**src/rtl/alu_pkg.sv**
```systemverilog
// Shared ALU definitions: opcode encodings and the default operand width.
package alu_pkg;

    localparam int unsigned DEFAULT_DATA_W = 4;

    localparam logic [1:0] OP_ADD  = 2'b00;
    localparam logic [1:0] OP_SUB  = 2'b01;
    localparam logic [1:0] OP_NAND = 2'b10;
    localparam logic [1:0] OP_XOR  = 2'b11;

endpackage

```
**src/rtl/alu_share_arbiter_alu.sv**
```systemverilog
// Combinational two's-complement ALU; o_err flags signed overflow on ADD/SUB only.
module alu_share_arbiter_alu
    import alu_pkg::*;
#(
    parameter int unsigned DATA_W = DEFAULT_DATA_W
) (
    input  logic [1:0]        i_op,
    input  logic [DATA_W-1:0] i_a,
    input  logic [DATA_W-1:0] i_b,
    output logic [DATA_W-1:0] o_out,
    output logic              o_err
);

    localparam int unsigned MSB = DATA_W - 1;

    logic [DATA_W-1:0] w_sum;
    logic [DATA_W-1:0] w_diff;

    assign w_sum  = i_a + i_b;
    assign w_diff = i_a - i_b;

    always_comb begin
        o_out = '0;
        o_err = 1'b0;
        case (i_op)
            OP_ADD: begin
                o_out = w_sum;
                // Overflow when both operands share a sign the result does not.
                o_err = (i_a[MSB] == i_b[MSB]) && (w_sum[MSB] != i_a[MSB]);
            end
            OP_SUB: begin
                o_out = w_diff;
                o_err = (i_a[MSB] != i_b[MSB]) && (w_diff[MSB] != i_a[MSB]);
            end
            OP_NAND: o_out = ~(i_a & i_b);
            default: o_out = i_a ^ i_b;
        endcase
    end

endmodule

```
**src/rtl/alu_share_arbiter.sv**
```systemverilog
// Round-robin share of one ALU between two valid/ready requesters, with a
// single tagged result register and a saturating overflow counter.
module alu_share_arbiter
    import alu_pkg::*;
#(
    parameter int unsigned DATA_W   = DEFAULT_DATA_W,
    parameter int unsigned ERRCNT_W = 8
) (
    input  logic                clk,
    input  logic                rst_n,
    input  logic                req0_valid,
    output logic                req0_ready,
    input  logic [1:0]          req0_op,
    input  logic [DATA_W-1:0]   req0_a,
    input  logic [DATA_W-1:0]   req0_b,
    input  logic                req1_valid,
    output logic                req1_ready,
    input  logic [1:0]          req1_op,
    input  logic [DATA_W-1:0]   req1_a,
    input  logic [DATA_W-1:0]   req1_b,
    output logic                res_valid,
    input  logic                res_ready,
    output logic [DATA_W-1:0]   res_data,
    output logic                res_err,
    output logic                res_id,
    output logic [ERRCNT_W-1:0] err_cnt
);

    logic                w_slot_free;
    logic                w_grant;
    logic                w_accept;
    logic [1:0]          w_op;
    logic [DATA_W-1:0]   w_a;
    logic [DATA_W-1:0]   w_b;
    logic [DATA_W-1:0]   w_alu_out;
    logic                w_alu_err;

    logic                r_last_grant;
    logic                r_res_valid;
    logic [DATA_W-1:0]   r_res_data;
    logic                r_res_err;
    logic                r_res_id;
    logic [ERRCNT_W-1:0] r_err_cnt;

    // Slot counts as free in the same cycle the consumer drains it.
    assign w_slot_free = ~r_res_valid | res_ready;

    always_comb begin
        w_grant = 1'b0;
        if (req0_valid && req1_valid) begin
            w_grant = ~r_last_grant;
        end else if (req1_valid) begin
            w_grant = 1'b1;
        end
    end

    assign req0_ready = ~w_grant & req0_valid & w_slot_free;
    assign req1_ready =  w_grant & req1_valid & w_slot_free;
    assign w_accept   = req0_ready | req1_ready;

    always_comb begin
        w_op = req0_op;
        w_a  = req0_a;
        w_b  = req0_b;
        if (w_grant) begin
            w_op = req1_op;
            w_a  = req1_a;
            w_b  = req1_b;
        end
    end

    alu_share_arbiter_alu #(
        .DATA_W(DATA_W)
    ) u_alu (
        .i_op  (w_op),
        .i_a   (w_a),
        .i_b   (w_b),
        .o_out (w_alu_out),
        .o_err (w_alu_err)
    );

    always_ff @(posedge clk or negedge rst_n) begin
        if (!rst_n) begin
            r_last_grant <= 1'b1;
            r_res_valid  <= 1'b0;
            r_res_data   <= '0;
            r_res_err    <= 1'b0;
            r_res_id     <= 1'b0;
            r_err_cnt    <= '0;
        end else if (w_accept) begin
            r_last_grant <= w_grant;
            r_res_valid  <= 1'b1;
            r_res_data   <= w_alu_out;
            r_res_err    <= w_alu_err;
            r_res_id     <= w_grant;
            if (w_alu_err && (r_err_cnt != '1)) begin
                r_err_cnt <= r_err_cnt + ERRCNT_W'(1);
            end
        end else if (res_ready) begin
            r_res_valid <= 1'b0;
        end
    end

    assign res_valid = r_res_valid;
    assign res_data  = r_res_data;
    assign res_err   = r_res_err;
    assign res_id    = r_res_id;
    assign err_cnt   = r_err_cnt;

endmodule

```
**config.mk**
```make
export PLATFORM = sky130hd
export DESIGN_NAME = alu_share_arbiter
export DESIGN_NICKNAME = d
export VERILOG_FILES = /design/src/rtl/alu_pkg.sv /design/src/rtl/alu_share_arbiter_alu.sv /design/src/rtl/alu_share_arbiter.sv
export SDC_FILE = /design/constraint.sdc
export NUM_CORES = 1
export LEC_CHECK = 0
export ABC_AREA = 0
export BUFFER_PORTS_ARGS = -buffer_cell sky130_fd_sc_hd__buf_2
export CORE_UTILIZATION = 45
export CTS_BUF_LIST = sky130_fd_sc_hd__clkbuf_8 sky130_fd_sc_hd__clkbuf_16
export DETAILED_ROUTE_END_ITERATION = 10
export PLACE_DENSITY = 0.75
export REMOVE_ABC_BUFFERS = 1
export SKIP_LAST_GASP = 1
export SLEW_MARGIN = 20
export SYNTH_ARGS = -nofsm -noshare
export SYNTH_HDL_FRONTEND = slang
export SYNTH_SLANG_ARGS = --single-unit
```
**constraint.sdc**
```tcl
create_clock -name clk -period 4.1 [get_ports clk]
set_clock_uncertainty 0.15 [all_clocks]
set_input_delay 0.615 -clock clk [delete_from_list [all_inputs] [get_ports clk]]
set_output_delay 0.615 -clock clk [all_outputs]
set_load 0.03 [all_outputs]
```
==> flow_metrics.tcl <==
set metrics [dict create \
    drt-total-wl_um 2558 \
    cts_buffers 3 \
    io_buffers 41 \
    htree_levels 1 \
    wl_per_cell_um 13.05 \
    relSlewSlack 0.6491 \
    post_cts_resized 0 \
    yosysSeqAreaShare 0.3330 \
    power_density_nw_per_um2 431.2 \
    overflow 0 \
    start_kind "primary input" \
    worstRegToRegCells 10 \
    root_buffer "clkbuf_8" \
    drc_errors 0 \
    antenna_left 0 \
    cts_tree "yes" \
    grt_max_degree 17 \
    synth_top_cell_by_area "dfrtp_1" \
    grt_util_all_layers 0.1998 \
    crit_fanout 10 \
    grt_pass1_vias 968 \
    place_congestion 0.8349 \
    postCtsSetupRepairBufs 0 \
    setup-violations-final 0 \
    dpl.hpwl_um 2054 \
    synth_ff_type "dfrtp_1" \
    synth_area_per_cell_um2 10.05 \
    core_area_um2 2500 \
    io_pins 42 \
    fmax_mhz 322.8 \
    min_path_type "in2async" \
    dp_cells 192 \
    synthDistinctLibCells 37 \
    outcome "completed" \
    die_y_um 53.77 \
    area_growth_pct 25.31 \
    dr_total_vias 1048 \
    placed_cell_area_um2 1456 \
    synthCells 120 \
    antenna_found_initial 0 \
    viasPerCell 5.347 \
    antenna_cells 0 \
    ctsHoldBuffers 0 \
    rows 18 \
    critPathArrivalTime_ns 3.08 \
    final_common_cell "buf_2" \
    synth_edf_count 0 \
    rsz0062_at_grt "no" \
    die_x_um 53.77 \
    maxCapViolations 0 \
    setup_tns_ns 0 \
    hold_viol 0 \
    synth_seq_cells 16 \
    setup.worst_path.end_class "flip-flop" \
    period_minus_slack_ns 3.098 \
    ys_top_cells_by_area "dfrtp_1 31%, mux2_2 8.4%, ha_1 8.3%" \
    layout_common_cells "41 x buf_2, 15 x dfrtp_1, 14 x nand2_1" \
    start_util 0.4825 \
    yosysTopAreaCellShare 0.3112 \
    drtIter0Drc 25 \
    path_clk_slew_ns 0.07 \
    fin_util 0.6046 \
    synth_async_sr_flop_share 1.000 \
    fin_cells 196 \
    max_slew.worst_pin.slew_ns 0.5117 \
    clkLatencyLatePin_ns 0.25 \
    synth.cell_area_um2 1206 \
    grt_pass1_wl_um 4105 \
    crit_required_ns 4.08 \
    period_share 0.7557 \
    drive_above_1_share 0.3795 \
    ir_drop_uv 278.3 \
    dieArea_um2 2891 \
    nFillCells 219 \
    clock-sinks 16 \
    final_area_um2 1511 \
    dr.pass1.iters 6 \
    worstSetupPathType "in2reg" \
    leakagePower_nw 0.7483 \
    final-max-slew-violation-count 0 \
    nNetsFinal 202 \
    yosysWarnings 0 \
    clk_path_buf_depth 2 \
    power.total_mw 0.6518 \
]
-- final timing paths --
| kind | startpoint | slack (ns) | endpoint |
|---|---|---|---|
| min reg2reg | res_err$_DFFE_PN0P_ | 0.32 | res_err$_DFFE_PN0P_ |
| min | rst_n | 0.12 | err_cnt[5]$_DFFE_PN0P_ |
| max in group asynchronous | rst_n | 3.37 | r_last_grant$_DFFE_PN1P_ |
| min in group clk | res_err$_DFFE_PN0P_ | 0.32 | res_err$_DFFE_PN0P_ |
| max reg2reg | r_last_grant$_DFFE_PN1P_ | 1.13 | err_cnt[1]$_DFFE_PN0P_ |
| max | req1_valid | 1.00 | err_cnt[1]$_DFFE_PN0P_ |
-- report_power, final --
part / internal (mW) / switching, mW / total, mW
clock network: 0.0851 / 0.0554 / 0.141
logic: 0.114 / 0.176 / 0.290
registers: 0.192 / 0.0299 / 0.222
total: 0.390 / 0.261 / 0.652
-- Yosys cell counts, types with 2 or more instances --
library cell and count:
a21oi_1 6, and3_1 2, ha_1 8, inv_1 6
fa_1 2, xnor2_1 8, mux2i_1 3, dfrtp_1 15
nand3_1 5, o21ai_0 3, nand4b_1 2, o211ai_1 2
nor2_1 9, and2_1 2, a31oi_1 2, a21o_1 2
mux2_2 9, nand2_1 14, nand4_1 2
-- routing by layer --
metal | track usage | vias up | wire [um]
met2 | 0.3498 | 31 | 1242
met5 | 0 | - | 0
met1 | 0.2504 | 496 | 1214
li1 | - | 521 | -
met4 | 0.06579 | 0 | 0
met3 | 0.02542 | 0 | 101
-- per-stage QoR --
step           setup WS, ns  hold slack (ns)
2_1_floorplan        0.9509           0.1694
3_3_place_gp         0.8739           0.3084
3_5_place_dp         0.7675           0.3117
4_1_cts               1.023           0.1344
5_1_grt              0.8685           0.1515
6_report              1.002           0.1225
-- cell type report --
class | count | area [um^2] | share of cell area
Multi-Input combinational cell | 97 | 774.5 | 0.5124
Sequential cell | 16 | 401.6 | 0.2657
Timing Repair Buffer | 43 | 220.2 | 0.1457
Clock buffer | 4 | 55.05 | 0.03642
Tap cell | 30 | 37.54 | 0.02483
Inverter | 6 | 22.52 | 0.01490
-- flip-flops by register name, summed over array words and instances (netlist names) --
register      count
err_cnt           8
res_data          4
r_last_grant      1
res_err           1
res_id            1
res_valid         1
-- worst max-delay path, cell delays in order --
cell and delay (ns):
buf_2 0.12, a21boi_4 0.25, buf_4 0.23, mux2_2 0.37
ha_1 0.32, inv_1 0.07, a21oi_1 0.25, xnor2_1 0.17
o2bb2ai_4 0.28, nand2_4 0.08, mux2_4 0.30
-- kinds of logic after synthesis --
logic type,share of synthesized area
muxes,0.1328
buffers and inverters,0.02490
and+or+nand+nor,0.1753
AOI/OAI and AO/OA,0.1525
adders and majority gates,0.1162
xor gates and xnor gates,0.06536
DFF,0.3330
(Power assumes the default switching activity.)
